## config.mk

```make
export PLATFORM = sky130hd
export DESIGN_NAME = fifo_read_drainer
export DESIGN_NICKNAME = d
export VERILOG_FILES = /design/src/rtl/fifo_read_drainer.sv
export SDC_FILE = /design/constraint.sdc
export NUM_CORES = 1
export LEC_CHECK = 0
export ABC_AREA = 1
export BUFFER_PORTS_ARGS = -buffer_cell sky130_fd_sc_hd__buf_2
export CORE_UTILIZATION = 40
export DETAILED_ROUTE_END_ITERATION = 12
export PLACE_DENSITY = 0.6
export SYNTH_ARGS = -nofsm -noshare
export SYNTH_HDL_FRONTEND = slang
export SYNTH_SLANG_ARGS = --single-unit
```

## constraint.sdc

```tcl
create_clock -name clk -period 2.2 [get_ports clk]
set_input_delay 0.44 -clock clk [delete_from_list [all_inputs] [get_ports clk]]
set_output_delay 0.44 -clock clk [all_outputs]
set_load 0.1 [all_outputs]
```

## src/rtl/fifo_read_drainer.sv

```systemverilog
// fifo_read_drainer: reader-side master for a synchronous FIFO.
// Issues rd_en, captures the word one cycle later, and re-presents words on a
// valid/ready stream through a 2-entry output buffer. This keeps a 1 word/cycle
// stream going despite the FIFO's 1-cycle read latency.
// Also counts delivered words and latches any read that the FIFO reports as underflow.
//
// state | meaning
// ------+-------------------------------------------------------------
// IDLE  | not issuing reads; buffered words still drain
// RUN   | issuing reads while enable is high and there is room
// STOP  | enable dropped with a read in flight; waits one cycle for it
module fifo_read_drainer #(
  parameter int FIFO_WIDTH = 16,
  parameter int CNT_WIDTH  = 16
) (
  input  logic                  clk,
  input  logic                  rst,
  input  logic                  enable,
  output logic                  fifo_rd_en,
  input  logic [FIFO_WIDTH-1:0] fifo_data_out,
  input  logic                  fifo_empty,
  input  logic                  fifo_underflow,
  output logic [FIFO_WIDTH-1:0] m_data,
  output logic                  m_valid,
  input  logic                  m_ready,
  output logic [CNT_WIDTH-1:0]  rd_count,
  output logic                  underflow_err,
  output logic                  busy
);

  typedef enum logic [1:0] {
    IDLE = 2'd0,
    RUN  = 2'd1,
    STOP = 2'd2
  } state_e;

  state_e                state_q, state_d;
  logic [1:0]            occ_q, occ_d;
  logic                  inflight_q, inflight_d;
  logic                  head_q, head_d;
  logic [FIFO_WIDTH-1:0] obuf_q [2];
  logic [FIFO_WIDTH-1:0] obuf_d [2];
  logic [CNT_WIDTH-1:0]  rd_count_q, rd_count_d;
  logic                  underflow_err_q, underflow_err_d;

  logic                  push;
  logic                  pop;
  logic                  room;
  logic                  tail;

  // A word landing with underflow is dropped. It is never pushed into the buffer.
  assign push = inflight_q & ~fifo_underflow;
  assign pop  = m_valid & m_ready;
  // Buffered words plus the word in flight must stay within the two buffer slots.
  assign room = ({1'b0, occ_q} + {2'b0, inflight_q}) < 3'd2;
  // When occ is 2, a push can only happen together with a pop. In that case the
  // freed head slot is the tail.
  assign tail = head_q ^ occ_q[0];

  // State register.
  always_ff @(posedge clk) begin
    if (rst) begin
      state_q <= IDLE;
    end else begin
      state_q <= state_d;
    end
  end

  // Next-state logic. STOP lasts exactly one cycle because no read is issued in
  // the cycle that enters it.
  always_comb begin
    state_d = state_q;
    unique case (state_q)
      IDLE: begin
        if (enable) state_d = RUN;
      end
      RUN: begin
        if (!enable) state_d = inflight_q ? STOP : IDLE;
      end
      STOP: begin
        state_d = enable ? RUN : IDLE;
      end
      default: state_d = IDLE;
    endcase
  end

  // Output logic. rd_en is combinational from m_ready so that reads continue
  // back-to-back while the buffer is full but emptying.
  always_comb begin
    m_valid    = (occ_q != 2'd0);
    m_data     = m_valid ? obuf_q[head_q] : '0;
    fifo_rd_en = ~rst & (state_q == RUN) & enable & ~fifo_empty & (room | pop);
    busy       = (state_q != IDLE) | m_valid;
  end

  // Next values for the buffer, the in-flight tracking, the word counter and the error flag.
  always_comb begin
    obuf_d          = obuf_q;
    head_d          = head_q;
    occ_d           = occ_q;
    inflight_d      = fifo_rd_en;
    rd_count_d      = rd_count_q;
    underflow_err_d = underflow_err_q;

    if (push) begin
      obuf_d[tail] = fifo_data_out;
    end
    if (pop) begin
      head_d     = ~head_q;
      rd_count_d = rd_count_q + CNT_WIDTH'(pop);
    end
    occ_d = occ_q + {1'b0, push} - {1'b0, pop};

    if (inflight_q && fifo_underflow) begin
      underflow_err_d = 1'b1;
    end
  end

  // Datapath registers. Reset drops buffered and in-flight words.
  always_ff @(posedge clk) begin
    if (rst) begin
      occ_q           <= 2'd0;
      inflight_q      <= 1'b0;
      head_q          <= 1'b0;
      obuf_q[0]       <= '0;
      obuf_q[1]       <= '0;
      rd_count_q      <= '0;
      underflow_err_q <= 1'b0;
    end else begin
      occ_q           <= occ_d;
      inflight_q      <= inflight_d;
      head_q          <= head_d;
      obuf_q[0]       <= obuf_d[0];
      obuf_q[1]       <= obuf_d[1];
      rd_count_q      <= rd_count_d;
      underflow_err_q <= underflow_err_d;
    end
  end

  assign rd_count      = rd_count_q;
  assign underflow_err = underflow_err_q;

endmodule

```

== Word-level counts from Yosys, hierarchy flattened ==
Index checks and enable logic that the tools add are counted.

* Bitwise logic cells: 15
* Equality and inequality tests: 4
* Reductions and logical operators: 6
* $lt $le $gt $ge: 4
* Multiplexer cells: 12
* Add/subtract/negate cells: 4

{| class="wikitable"
|+ Operators by type and width
! kind !! number
|-
| 2-to-1 mux 16 bit || 5
|-
| bitwise mux 32 bit || 1
|-
| adder 16 x 1 -> 16 bit || 1
|-
| demux 16 bit (select 1 bit) || 1
|-
| bitwise AND 1 bit || 6
|-
| 2-to-1 mux 2 bit || 3
|-
| case mux 2 bit (3 select lines) || 1
|-
| greater-or-equal comparator 2 bit (second input constant) || 2
|-
| inequality test 2 bit (second input constant) || 2
|-
| inverter 1 bit || 4
|-
| inverter 1 -> 2 bit || 2
|-
| nonzero test 2 bit || 2
|-
| adder 2 x 1 -> 3 bit || 1
|-
| < comparator 3 x 2 -> 1 bit (second input constant) || 1
|-
| adder 2 x 1 -> 2 bit || 1
|-
| == test 2 x 1 -> 1 bit (second input constant) || 1
|-
| == test 2 bit (second input constant) || 1
|-
| logical AND 1 bit || 2
|-
| logical NOT 2 bit || 1
|-
| < comparator 2 x 1 -> 1 bit (second input constant) || 1
|-
| OR 1 bit || 2
|-
| AND reduction 2 bit || 1
|-
| subtractor 2 x 1 -> 2 bit || 1
|-
| 2-to-1 mux 1 bit || 1
|-
| XOR 1 bit || 1
|}

* Register bits: 55
* Input port bits: 22
* Output and inout bits: 36
* Word-level logic and storage cells: 53

== Logic depth before layout (Yosys ltp) ==
Gate-level depths: netlist (run 1).

* Depth in word-level cells: 7
* Depth in mapped cells: 11
* Depth with buffers taken out: 10

== Least setup slack after synthesis (run 1) ==
OpenSTA, ideal clock, no wires.

* Kind: input port to output port
* Start point: input m_ready
* End point: output fifo_rd_en
* Path buffers: 1
* Cell stages on the path: 5
* Data required time: 1760 ps
* Slack: -1936 ps
* Arrival time: 3696 ps
* Cell sequence: inv_1 > nor2_4 > buf_6 > nor2_1 > nor4_1

* Word-level cells in the longest chain between the ends: 3

{| class="wikitable"
|+ Ends and longest elaborated chain
! element !! line !! source
|-
| start, declared || 25 || <nowiki>input logic m_ready,</nowiki>
|-
| bitwise AND 1 bit || 53 || <nowiki>assign pop = m_valid & m_ready;</nowiki>
|-
| OR 1 bit || 92 || <nowiki>fifo_rd_en = ~rst & (state_q == RUN) & enable & ~fifo_empty & (room | pop);</nowiki>
|-
| bitwise AND 1 bit || 92 ||
|-
| end, declared || 19 || <nowiki>output logic fifo_rd_en,</nowiki>
|}

No other way between the ends.

== Worst setup path in the final report (run 1) ==
* Start point: register occ_q[0]
* End point: output fifo_rd_en

* Word-level cells in the longest chain between the ends: 4
* Elaborated cells on any way between the ends: 6
* Those cells by class: add/sub: 1; order compare: 1; bitwise: 3; reduce/logical: 1

{| class="wikitable"
|+ Ends and longest elaborated chain
! element !! line !! source
|-
| start, declared || 38 || <nowiki>logic [1:0] occ_q, occ_d;</nowiki>
|-
| start signal, assigned || 122 || <nowiki>occ_q <= 2'd0;</nowiki>
|-
| start signal, assigned || 130 || <nowiki>occ_q <= occ_d;</nowiki>
|-
| adder 2 x 1 -> 3 bit or nonzero test 2 bit (tied branches) || 55, 90 ||
|-
| < comparator 3 x 2 -> 1 bit or bitwise AND 1 bit (tied branches) || 55, 53 ||
|-
| OR 1 bit (*) || 92 ||
|-
| bitwise AND 1 bit (*) || 92 ||
|}

Every way passes the cells marked *; elsewhere a longest branch is shown, timed or not.

==> results of run 1 <==
[layer usage]
metal	vias up	wire, um	share of wire [%]
met5	-	0	0
met4	0	22	0.39
met3	2	253	4.5
met2	57	2720	48
met1	1050	2660	47
li1	1232	-	-
[cell usage in the layout, fill, tap and decap left out, types with 3 or more instances in the layout]
master                     synthesis  routed
sky130_fd_sc_hd__clkbuf_8          0       5
sky130_fd_sc_hd__a21oi_1          58      42
sky130_fd_sc_hd__a21oi_2           0      15
sky130_fd_sc_hd__o21ai_0          39      39
sky130_fd_sc_hd__buf_12            0      18
sky130_fd_sc_hd__inv_1            44      44
sky130_fd_sc_hd__buf_2             4      40
sky130_fd_sc_hd__ha_1              4       4
sky130_fd_sc_hd__nand2_1          47      47
sky130_fd_sc_hd__dfxtp_1          55      54
sky130_fd_sc_hd__nand3_1          24      24
sky130_fd_sc_hd__nand4_1           3       3
sky130_fd_sc_hd__buf_4             1       5
sky130_fd_sc_hd__nor2_1           41      41
[stage by stage]
stage | setup slack (ns) | instance area, um^2 | util (%) | std cells | setup TNS (ns)
2_1_floorplan | -0.196 | 2580 | - | 348 | -1.68
3_3_place_gp | 0.345 | 3170 | 53.2 | 469 | 0
3_5_place_dp | 0.301 | 3170 | 53.2 | 469 | 0
4_1_cts | 0.0563 | 3240 | 54.5 | 475 | 0
5_1_grt | 0.0644 | 3240 | 54.5 | 475 | 0
6_report | 0.170 | 3240 | 54.5 | 475 | 0
[flip-flops by register name (all words and copies together), names as in the netlist]
register       count
occ_q              2
rd_count          16
underflow_err      1
inflight_q         1
state_q            2
head_q             1
obuf_q            32
[area by class of cell]
| cell class | instances | share of cell area (%) |
|---|---|---|
| clock buffers | 6 | 2.24 |
| well taps | 75 | 2.89 |
| multi-input cells | 231 | 37.3 |
| flip-flops and latches | 55 | 34.0 |
| repair buffers | 63 | 18.4 |
| inverters | 45 | 5.21 |
[worst max-delay path, stage by stage (launching register included)]
cell                      delay (ns)
sky130_fd_sc_hd__dfxtp_2        0.39
sky130_fd_sc_hd__nor2_2         0.07
sky130_fd_sc_hd__nor2_4         0.08
sky130_fd_sc_hd__buf_4          0.22
sky130_fd_sc_hd__nor2_1         0.10
sky130_fd_sc_hd__nor4_4         0.19
sky130_fd_sc_hd__buf_12         0.21
[logic make-up (layout without fill, tap and decap cells)]
group / count (synthesis) / in the layout / synth area share [%]
AND/OR/NAND/NOR: 125 / 125 / 22.0
XOR/XNOR: 2 / 2 / 1.00
buffers and inverters: 62 / 114 / 10.6
flip-flops: 55 / 55 / 44.2
adder cells (fa/ha/maj): 4 / 4 / 2.01
AO/OA/AOI/OAI: 100 / 100 / 20.2
[power groups by stage]
stage | clock network (uW) | logic [uW] | registers (uW)
floorplan | 0 | 646 | 1150
global placement | 0 | 918 | 1090
detailed placement | 0 | 918 | 1090
CTS | 534 | 918 | 1070
global route | 569 | 979 | 1070
finish | 515 | 912 | 1070
[final timing paths]
path,start,end,cells after the start
max,occ_q[0],fifo_rd_en,6
max reg2reg,occ_q[0],rd_count[8],9
min reg2reg,obuf_q[28],obuf_q[28],2
min,enable,state_q[1],2
[timing repair]
action | in CTS | in global routing
resized for setup | 0 | 1
setup buffers | 0 | 0
setup endpoints to repair | 0 | 3
==> results by stage, run 1 <==
Status:
- The run finished with clean final reports.

Pwr:
- The net switching share of the total power is ~40%.
- The logic gate share of total power is 36.5%.
- Internal power comes to roughly 1500 uW.
- Per report_power, the sequential group accounts for a little over two fifths of the total.
- The power share of the clock group is 20.6%.
- The analysis attributes to cell leakage a power of 0.00126 uW.
- The switching power is 1020 uW.
- The worst-case IR drop observed on VDD is around 480 uV.
- Power comes to ~2500 uW.
- Dividing total power by cell area gives a power density of between 700 and 800 nW/um^2.

Timing:
- The tightest slew margin relative to the limit is 64.2%.
- The worst hold slack across all endpoints is around 0.32 ns.
- The setup violation total in the final timing report is 0.
- The highest achievable clock rate is slightly below 500 MHz.
- The time the worst path needs with I/O delays and setup is slightly above 2 ns.
- At the pin with the least slew margin, the transition time is between 0.5 and 0.6 ns.
- The final count of hold timing violations is 0.
- The final count of pins violating max slew is 0.
- Setup repair after global routing left no endpoint under its margin.
- The setup skew after layout is roughly 0.0035 ns.
- The final critical-path share of the clock period is a little over 90%.

Synth:
- The unique cell type count in the Yosys netlist is 27.
- During synthesis, Yosys emitted a total of 0 warnings.
- The average instance area after synthesis is about 7 um^2.
- Summed over all instances, the cell type with the most area after synthesis is sky130_fd_sc_hd__dfxtp_1.
- The count of state elements after synthesis is 55.
- Counting instances in the post-synthesis netlist gives the leading cell types as sky130_fd_sc_hd__a21oi_1, sky130_fd_sc_hd__dfxtp_1, sky130_fd_sc_hd__nand2_1.
- In the post-synthesis netlist, the cell with the most instances is sky130_fd_sc_hd__a21oi_1.
- Counting every instance in the synthesized netlist gives roughly 350.
- In the synthesized netlist the async set-or-reset flop fraction comes to 0%.
- The share of the yosys chip area belonging to registers is between 40% and 50%.
- Counting every net in the synthesized netlist gives approximately 370.
- The number of enable flip-flop cells after synthesis is 0.
- The most used flip-flop cell after synthesis is sky130_fd_sc_hd__dfxtp_1.
- The top cell type's share of synthesized area is approximately 44%.
- Yosys attributes the largest share of cell area to sky130_fd_sc_hd__dfxtp_1, sky130_fd_sc_hd__a21oi_1, sky130_fd_sc_hd__o21ai_0, sky130_fd_sc_hd__nand2_1, sky130_fd_sc_hd__inv_1.
- The netlist area before placement is ~2500 um^2.

Drt:
- The detailed-route via count is ~2300.
- The final layout contains routed wiring with a total length of 5.66 mm.
- The post-route DRC violation count is 0.
- The detailed-route vias per instance is 4.93.
- The pre-antenna-repair detailed-routing pass consisted of 4 iterations.
- The post-detailed-route count of antenna-violating nets is 0.
- The routed length per placed instance is roughly 12 um.
- The violation count after the first detailed-route iteration is 100.

Place:
- Routability-driven placement finished with a final weighted congestion of between 0.7 and 0.8.
- During placement, the flow inserted port buffers numbering between 50 and 60.
- The HPWL after detailed placement is ~4.0 mm.

Global route:
- The first global-routing pass estimated between 9 and 10 mm of wire.
- For this run, global-route usage on met3 was measured as around 3.8%.
- In the global route stage, met2 resource usage came out at 34.5%.
- The via count of the first global-routing pass is between 2000 and 2500.
- The initial antenna violation count was 0.
- The busiest metal layer after global routing is met2.
- The total congestion overflow after global routing is 0.
- The largest net degree at the start of global routing is 33.
- The global-route usage over all layers is roughly a fifth.
- The met1 routing resource usage after global routing is between 20 and 25%.

Clock network:
- The total number of H-tree levels is 2.
- The number of CTS-inserted buffers is 5.
- The CTS sink count is 55.
- TritonCTS built the clock tree.
- Clock-pin slew was measured on the worst setup and hold paths at around 0.090 ns.
- The clock reaches the later pin of the worst-skew pair after 0.30 ns.
- The largest buffer count on any clock path is 2.
- The number of buffers inserted for hold repair after clock tree synthesis is 0.
- The buffer type at the clock tree root is sky130_fd_sc_hd__clkbuf_8.

Layout:
- The layout cell share with drive strength beyond 1 is a little under a quarter.
- The area occupied by multi-input gates is 1210 um^2.
- The net count of the finished layout is 427.
- Compared with the post-synthesis result, the final layout area differs by 30.2%.
- The register area is between 1000 and 1500 um^2.
- The count of filler cells inserted in the layout is around 600.
- The total inserted antenna cells is 0.

Hold path:
- The path class of the lowest-slack min-delay path is in -> reg.

Worst setup path:
- The category of the worst setup path capture point is an output port.
- The signal arrival time at the worst endpoint is about 1.6 ns.
- The startpoint-to-endpoint class of the critical path is reg -> out.
- The worst setup path is launched from a flop.
- Of all nets on the critical path, the largest fanout is 19.
- The reg2reg setup slack is ~0.44 ns.
- The required time at the worst-slack endpoint is 1.76 ns.

Floorplan:
- The floorplan row count is 28.
- The die covers between 6000 and 7000 um^2.
- The core region is ~6000 um^2.
- The number of top-level design ports is 58.
- The x dimension of the die is a little over 80 um.
- The overall die height is about 81 um.
- Once the floorplan was initialized, standard cells occupied roughly two fifths of the core.

Flow run:
- Across the run, the number of max-cap violations was 0.
(Power assumes the default switching activity.)
==> inputs of run 2 (changes only) <==
--- a/config.mk
+++ b/config.mk
@@ -8,8 +8,10 @@
 export ABC_AREA = 1
 export BUFFER_PORTS_ARGS = -buffer_cell sky130_fd_sc_hd__buf_2
 export CORE_UTILIZATION = 40
+export CTS_CLUSTER_DIAMETER = 40
 export DETAILED_ROUTE_END_ITERATION = 12
-export PLACE_DENSITY = 0.6
+export PLACE_DENSITY_LB_ADDON = 0.3
+export SLEW_MARGIN = 40
 export SYNTH_ARGS = -nofsm -noshare
 export SYNTH_HDL_FRONTEND = slang
 export SYNTH_SLANG_ARGS = --single-unit
==> results by stage, run 2 (synthesis results as in run 1) <==
Hold path:
- The tightest min-delay check is of the in -> reg type.

Place:
- The cell area reported after detailed placement is about 3200 um^2.
- At the end of routability-driven placement, the weighted congestion stood at ~0.8.
- The wire-length estimate of the detail-placed layout is 3.92 mm.
- The quantity of I/O buffers inserted on ports is 57.

Clock network:
- TritonCTS built the clock tree.
- Clock latency on the worst-skew pair, taken at its later pin, is 0.32 ns.
- After clock tree synthesis, the clock-pin slew on the worst setup and hold paths is about 0.12 ns.
- The clock drives 55 sinks.
- The H-tree generated during clock tree synthesis spans 2 levels.
- The clock passes through at most 2 buffers.
- After clock tree synthesis, the flow added hold-fix buffers numbering 0.
- CTS placed an instance of sky130_fd_sc_hd__clkbuf_8 at the clock tree root.
- The number of CTS-inserted buffers is 5.

Global route:
- The global-route wire length before repair is around 9.6 mm.
- The initial antenna violation count is 0.
- Global routing used between 10% and 20% of the available tracks.
- After global routing the overflow that remains totals 0.
- The via count of the first global-routing pass is about 2100.
- Entering global routing, the biggest net connects 33 pins.

Layout:
- Of the cells placed in the final design, the portion with a size suffix greater than 1 is 24.5%.
- The register with the most flip-flops in the layout has 32 of them.
- The total inserted antenna cells is 0.
- The final net count is between 400 and 500.
- The register with the most flip-flops in the final layout is obuf_q.
- The most common cell after layout, fill and taps aside is sky130_fd_sc_hd__dfxtp_1.
- The top cell types in the final layout, fill and taps aside, are sky130_fd_sc_hd__dfxtp_1, sky130_fd_sc_hd__nand2_1, sky130_fd_sc_hd__inv_1.
- The area added between synthesis and finish is 32.0%.
- The final non-filler cell area is approximately 3300 um^2.
- The layout has slightly below 600 filler cells.

Timing:
- Setup violations remaining at the end of the flow were counted as 0.
- The clock period could shrink to ~2.1 ns.
- The highest achievable clock rate is ~480 MHz.
- The final count of pins violating max slew was 0.
- In this run the tightest slew margin relative to its limit is roughly 64%.
- Clock skew on the completed layout was measured at roughly 0.018 ns.
- Dividing the final minimum period by the clock period gives between 90% and 100%.
- The slew at the pin closest to its max-slew limit is 0.534 ns.
- Setup repair after global routing left no endpoint under its margin.
- The final count of hold timing violations is 0.

Pwr:
- In this run switching power makes up a little over two fifths of total power.
- The analysis attributes to net switching a power of between 1000 and 1500 uW.
- The sum of internal, switching and leakage power is approximately 2600 uW.
- The logic gate share of total power is 36.6%.
- The power density over the cells is 795 nW/um^2.
- The cell-internal power is between 1500 and 2000 uW.
- The clock network burns between 20% and 30% of the power.
- The sequential share of power is about 40%.
- The maximum resistive drop on vdd is between 600 and 700 uV.
- In this run the static leakage power is approximately 0.0013 uW.

Drt:
- The post-detailed-route count of antenna-violating nets is 0.
- The post-route DRC violation count is 0.
- After detailed routing, the number of vias per cell comes to slightly below 5.
- The violation count after the first detailed-route iteration is between 60 and 70.
- The first-pass detailed-route iteration total is 4.
- For this block, the via count after detailed routing is roughly 2400.
- The routed length per placed instance is ~12 um.
- Summed over all layers, the routed wires come to between 5 and 6 mm.

Worst setup path:
- Grouping stages by cell kind, the critical path spends the most delay in buffers and inverters.
- For this run, the slowest stage of the critical path takes roughly 0.36 ns.
- The worst setup path is launched from a flop.
- The category of the worst setup path capture point is an output port.
- In this run the worst path has a maximum fanout of 7.
- Counting both buffers and inverters, the worst setup path holds a total of 3.
- The startpoint-to-endpoint class of the critical path is reg -> out.
- The required time at the worst-slack endpoint is about 1.8 ns.
- On the critical path, the stage with the largest delay is an instance of sky130_fd_sc_hd__dfxtp_1.
- Traced cell by cell, the critical path runs through nor2_2 -> clkinvlp_4 -> buf_4 -> o21ai_0 -> a21oi_4 -> buf_12.
- The signal arrival time at the worst endpoint is 1.65 ns.

Floorplan:
- 58 I/O pins were placed.
- The placeable core region is between 5000 and 6000 um^2.
- The area enclosed by the die boundary is about 6600 um^2.
- The floorplan row count is 28.
- The x dimension of the die is 80.9 um.
- The initial core utilization is approximately two fifths.
- The overall die height is 80.9 um.

Status:
- The run finished with clean final reports.

Flow run:
- Max-cap violations in this run came to 0.
[run 2: cell types whose count changed in the layout (fill, tap and decap cells not counted)]
cell                         delta
sky130_fd_sc_hd__clkinv_4       +1
sky130_fd_sc_hd__clkbuf_1       -1
sky130_fd_sc_hd__inv_6          +2
sky130_fd_sc_hd__inv_1          -1
sky130_fd_sc_hd__clkinvlp_4     +1
sky130_fd_sc_hd__buf_6          +1
sky130_fd_sc_hd__buf_4          +1
[run 2: what timing repair did]
item	CTS	global route
gates cloned	0	0
buffers inserted	2	0
gates resized for setup	1	2
setup endpoints to repair	17	1
[run 2: cell type report]
class,count,area (um^2),share of cell area [%]
clock buffer,5,68.8,2.09
tap,75,93.8,2.85
inverter,45,173,5.25
timing repair buffer,65,617,18.8
clock inverter,3,26.3,0.799
multi-input combinational,231,1210,36.7
sequential,55,1100,33.5
[run 2: power groups by stage]
stage               Sequential, uW  Clock, uW  Combinational [uW]
floorplan                     1150          0                 646
global placement              1080          0                 907
detailed placement            1090          0                 919
CTS                           1060        605                 960
global route                  1070        652                1020
finish                        1060        595                 956
[run 2: path summary, 6_finish.rpt]
check	from	to	slack (ns)	depth (start not counted)
setup / recovery	occ_q[1]	m_data[10]	0.11	6
hold / removal	enable	state_q[1]	0.30	2
setup reg to reg	occ_q[1]	rd_count[14]	0.30	9
hold reg to reg	state_q[0]	state_q[0]	0.46	1
[run 2: metrics by stage]
stage          hold WS, ns  worst slack (ns)  TNS, ns  std cells  utilization, %
5_1_grt              0.289            0.0100        0        479            55.2
2_1_floorplan        0.432            -0.196    -1.68        348               -
3_5_place_dp         0.449             0.217        0        469            53.2
3_3_place_gp         0.444             0.271        0        469            53.2
6_report             0.297             0.113        0        479            55.2
4_1_cts              0.293            0.0347        0        479            55.1
[run 2: routing by layer]
metal,up-vias,routed length (um),global-route usage (%)
met5,-,0,0
met4,0,74,5.54
met3,9,216,3.37
met2,47,2730,31.7
met1,1089,2740,23.6
li1,1235,-,-
==> inputs of run 3 (changes only) <==
==> constraint.sdc (replaced) <==
create_clock -name clk -period 2.2 [get_ports clk]
set_input_delay 0.44 -clock clk [delete_from_list [all_inputs] [get_ports clk]]
set_output_delay 0.44 -clock clk [all_outputs]
set_load 0.02 [all_outputs]
==> results by stage, run 3 (synthesis results as in run 1) <==
Hold path:
- The worst-case hold path end point is inflight_q.
- The startpoint identified for the worst hold timing path is fifo_empty.
- The worst hold path belongs to the class in -> reg.
- The cell depth of the worst hold path is 2.

Worst setup path:
- The category of the worst setup path capture point is an output port.
- The critical path goes through nor2_2 -> clkinvlp_4 -> buf_4 -> o21ai_0 -> a21oi_1 -> buf_2.
- The worst register-to-register path ends at occ_q[1].
- STA puts the critical path data arrival time at between 1.5 and 2 ns.
- The maximum fanout along the worst path is 17.
- Measured in cells, the most critical reg-to-reg path has a length of 9.
- The number of buffers and inverters on the critical path is 3.
- The startpoint type of the worst setup path is a flop.
- The kind of cell adding the most delay to the critical path is buffers and inverters.
- The startpoint identified for the worst register-to-register timing path is occ_q[1].
- The startpoint-to-endpoint class of the critical path is reg -> out.
- In this run the register-to-register setup slack is roughly 0.36 ns.
- The slowest stage of the critical path belongs to the cell sky130_fd_sc_hd__dfxtp_1.
- Data on the critical path is required at its endpoint by roughly 1.8 ns.
- The largest stage delay on the critical path is between 0.3 and 0.4 ns.

Layout:
- The register area is about 1100 um^2.
- In the final layout, the multi-input gates occupy about 1100 um^2.
- The count of filler cells inserted in the layout is roughly 600.
- The layout cell share with drive strength beyond 1 is ~20%.
- The area growth from synthesis to layout is 18.6%.
- The total inserted antenna cells is 0.
- The register with the most flip-flops in the layout has 32 of them.
- The library cell used most frequently in the layout, excluding fill and tap cells, is sky130_fd_sc_hd__a21oi_1.
- Ranked by flip-flop count, first place goes to obuf_q.
- In the layout the commonest cells are sky130_fd_sc_hd__a21oi_1, sky130_fd_sc_hd__buf_2, sky130_fd_sc_hd__dfxtp_1.
- After the last flow step, the layout net total stands at about 430.
- Summing all non-filler instances in the final layout gives an area of a little under 3000 um^2.
- Cells fill about half of the core in the end.
- The final cell count without fillers is between 400 and 500.

Pwr:
- The analysis attributes to cell leakage a power of approximately 0.0012 uW.
- In this run the power density over the cells is 781 nW/um^2.
- The maximum resistive drop on vdd is ~500 uV.

Timing:
- Adding up every negative setup slack in the final design gives 0 ns.
- The time the worst path needs with I/O delays and setup is about 2.0 ns.
- Setup repair after global routing left no endpoint under its margin.
- Setup violations remaining at the end of the flow were counted as 0.
- The highest achievable clock rate is roughly 500 MHz.
- The final count of pins violating max slew is 0.
- At the pin with the least slew margin, the transition time is just over 0.5 ns.
- The final count of hold timing violations was 0.
- The clock arrives with approximately 0.011 ns of skew.
- The tightest slew margin relative to the limit is ~66%.
- After layout, the worst path uses about nine tenths of the clock period.

Flow run:
- The reported max-cap violation count is 0.

Drt:
- After detailed routing, the number of vias per cell comes to slightly below 5.
- The routed design has 5.59 mm of wire.
- For this block, the initial DRC count from the detailed router was 91.
- The first detailed-routing pass took 4 iterations.
- The detailed-route via count is 2340.
- After detailed routing, the number of remaining DRC violations is 0.
- The routed length per placed instance is approximately 12 um.
- Once detail routing completed, the nets flagged for antenna violations numbered 0.

Place:
- The final weighted congestion in routability-driven placement is a little under 0.8.
- The sum of net half-perimeters after detailed placement is roughly 3.8 mm.
- The cell area reported after detailed placement is around 2800 um^2.
- After detailed placement, the design holds a cell count of ~470.
- During placement, the flow inserted port buffers numbering 57.

Floorplan:
- After floorplanning, the core was divided into 28 placement rows.
- The number of top-level design ports is between 50 and 60.
- In this run the standard cell core region covers 5960 um^2.
- The overall die height is between 80 and 90 um.
- For this configuration, the core starts out at a cell density of between 40% and 50%.
- The die covers about 6600 um^2.
- From left edge to right edge, the die measures 80.9 um.

Global route:
- The via count of the first global-routing pass is around 2100.
- The initial antenna violation count is 0.
- The global-route wire length before repair is 9.41 mm.
- Global routing consumed, over all layers together, a little under a fifth of the routing resources.
- The largest net degree at the start of global routing is 33.
- The total congestion overflow after global routing is 0.

Clock network:
- In this run the clock root is driven by a sky130_fd_sc_hd__clkbuf_8.
- The clock transition at the registers of the reported paths is 0.09 ns.
- The total number of H-tree levels is 2.
- The CTS sink count is 55.
- The longest clock path from root to sink contains 2 buffers.
- TritonCTS created 5 clock buffers.
- At the later pin of the worst-skew pair, clock insertion delay measures 0.32 ns.
- The clock tree from TritonCTS is yes.

Status:
- The flow ran to the end, and the final reports show no timing, DRC or antenna violations.
==> run 3: cell types whose count changed in the layout (fill, tap and decap cells not counted), sizes merged <==
cell    previous run  this run
bufinv             0         1
inv               46        44
buf               65        63
clkbuf             5         6
==> run 3: worst max-delay path by stage <==
| stage | from | to | slack, ns | cells after the start |
|---|---|---|---|---|
| 3_5_place_dp | m_ready | rd_count[8] | 0.33 | 10 |
| 5_1_grt | occ_q[0] | fifo_rd_en | 0.05 | 6 |
| 4_1_cts | occ_q[0] | m_data[0] | 0.04 | 5 |
| 6_report | occ_q[1] | m_data[0] | 0.21 | 6 |
| 3_3_place_gp | m_ready | rd_count[8] | 0.37 | 10 |
| 2_1_floorplan | m_ready | fifo_rd_en | 0.26 | 5 |
==> run 3: where the power goes <==
part | internal, uW | switching, uW | total [uW]
sequential | 1030 | 35.2 | 1070
clock | 369 | 338 | 707
combinational | 168 | 367 | 536
total | 1570 | 741 | 2310
==> run 3: final cells by class <==
type / count / area share (%)
sequential: 55 / 37.3
multi-input combinational: 231 / 38.1
clock buffer: 6 / 2.79
tap: 75 / 3.18
timing repair buffer: 63 / 11.6
clock inverter: 2 / 1.19
inverter: 45 / 5.84
==> run 3: what timing repair did <==
item                       in CTS  in global routing
resized for setup               0                  2
setup endpoints to repair       0                 17
hold buffers                    0                  0
setup buffers                   0                  1
==> run 3: metrics by stage <==
step	hold WS, ns	setup slack, ns	total power, uW
2_1_floorplan	0.429	0.257	1470
3_3_place_gp	0.437	0.366	1600
3_5_place_dp	0.442	0.326	1600
4_1_cts	0.297	0.0360	2310
5_1_grt	0.303	0.0530	2440
6_report	0.309	0.210	2310
==> run 3: worst reg2reg max path, stage by stage, from the launching register on <==
cell and delay [ns]:
sky130_fd_sc_hd__dfxtp_1 0.34, sky130_fd_sc_hd__nor2_2 0.26, sky130_fd_sc_hd__nor2_4 0.05, sky130_fd_sc_hd__buf_4 0.20
sky130_fd_sc_hd__ha_1 0.31, sky130_fd_sc_hd__inv_1 0.04, sky130_fd_sc_hd__ha_1 0.18, sky130_fd_sc_hd__xnor2_1 0.18
sky130_fd_sc_hd__o21ai_0 0.09, sky130_fd_sc_hd__a21oi_1 0.12
==> run 3: metal layers <==
metal	vias up	part of all wire, %	global-route usage (%)
li1	1241	-	-
met1	1033	46	23.1
met2	60	47	30.1
met3	6	6.2	5.39
met4	0	0.95	6.79
met5	-	0	0
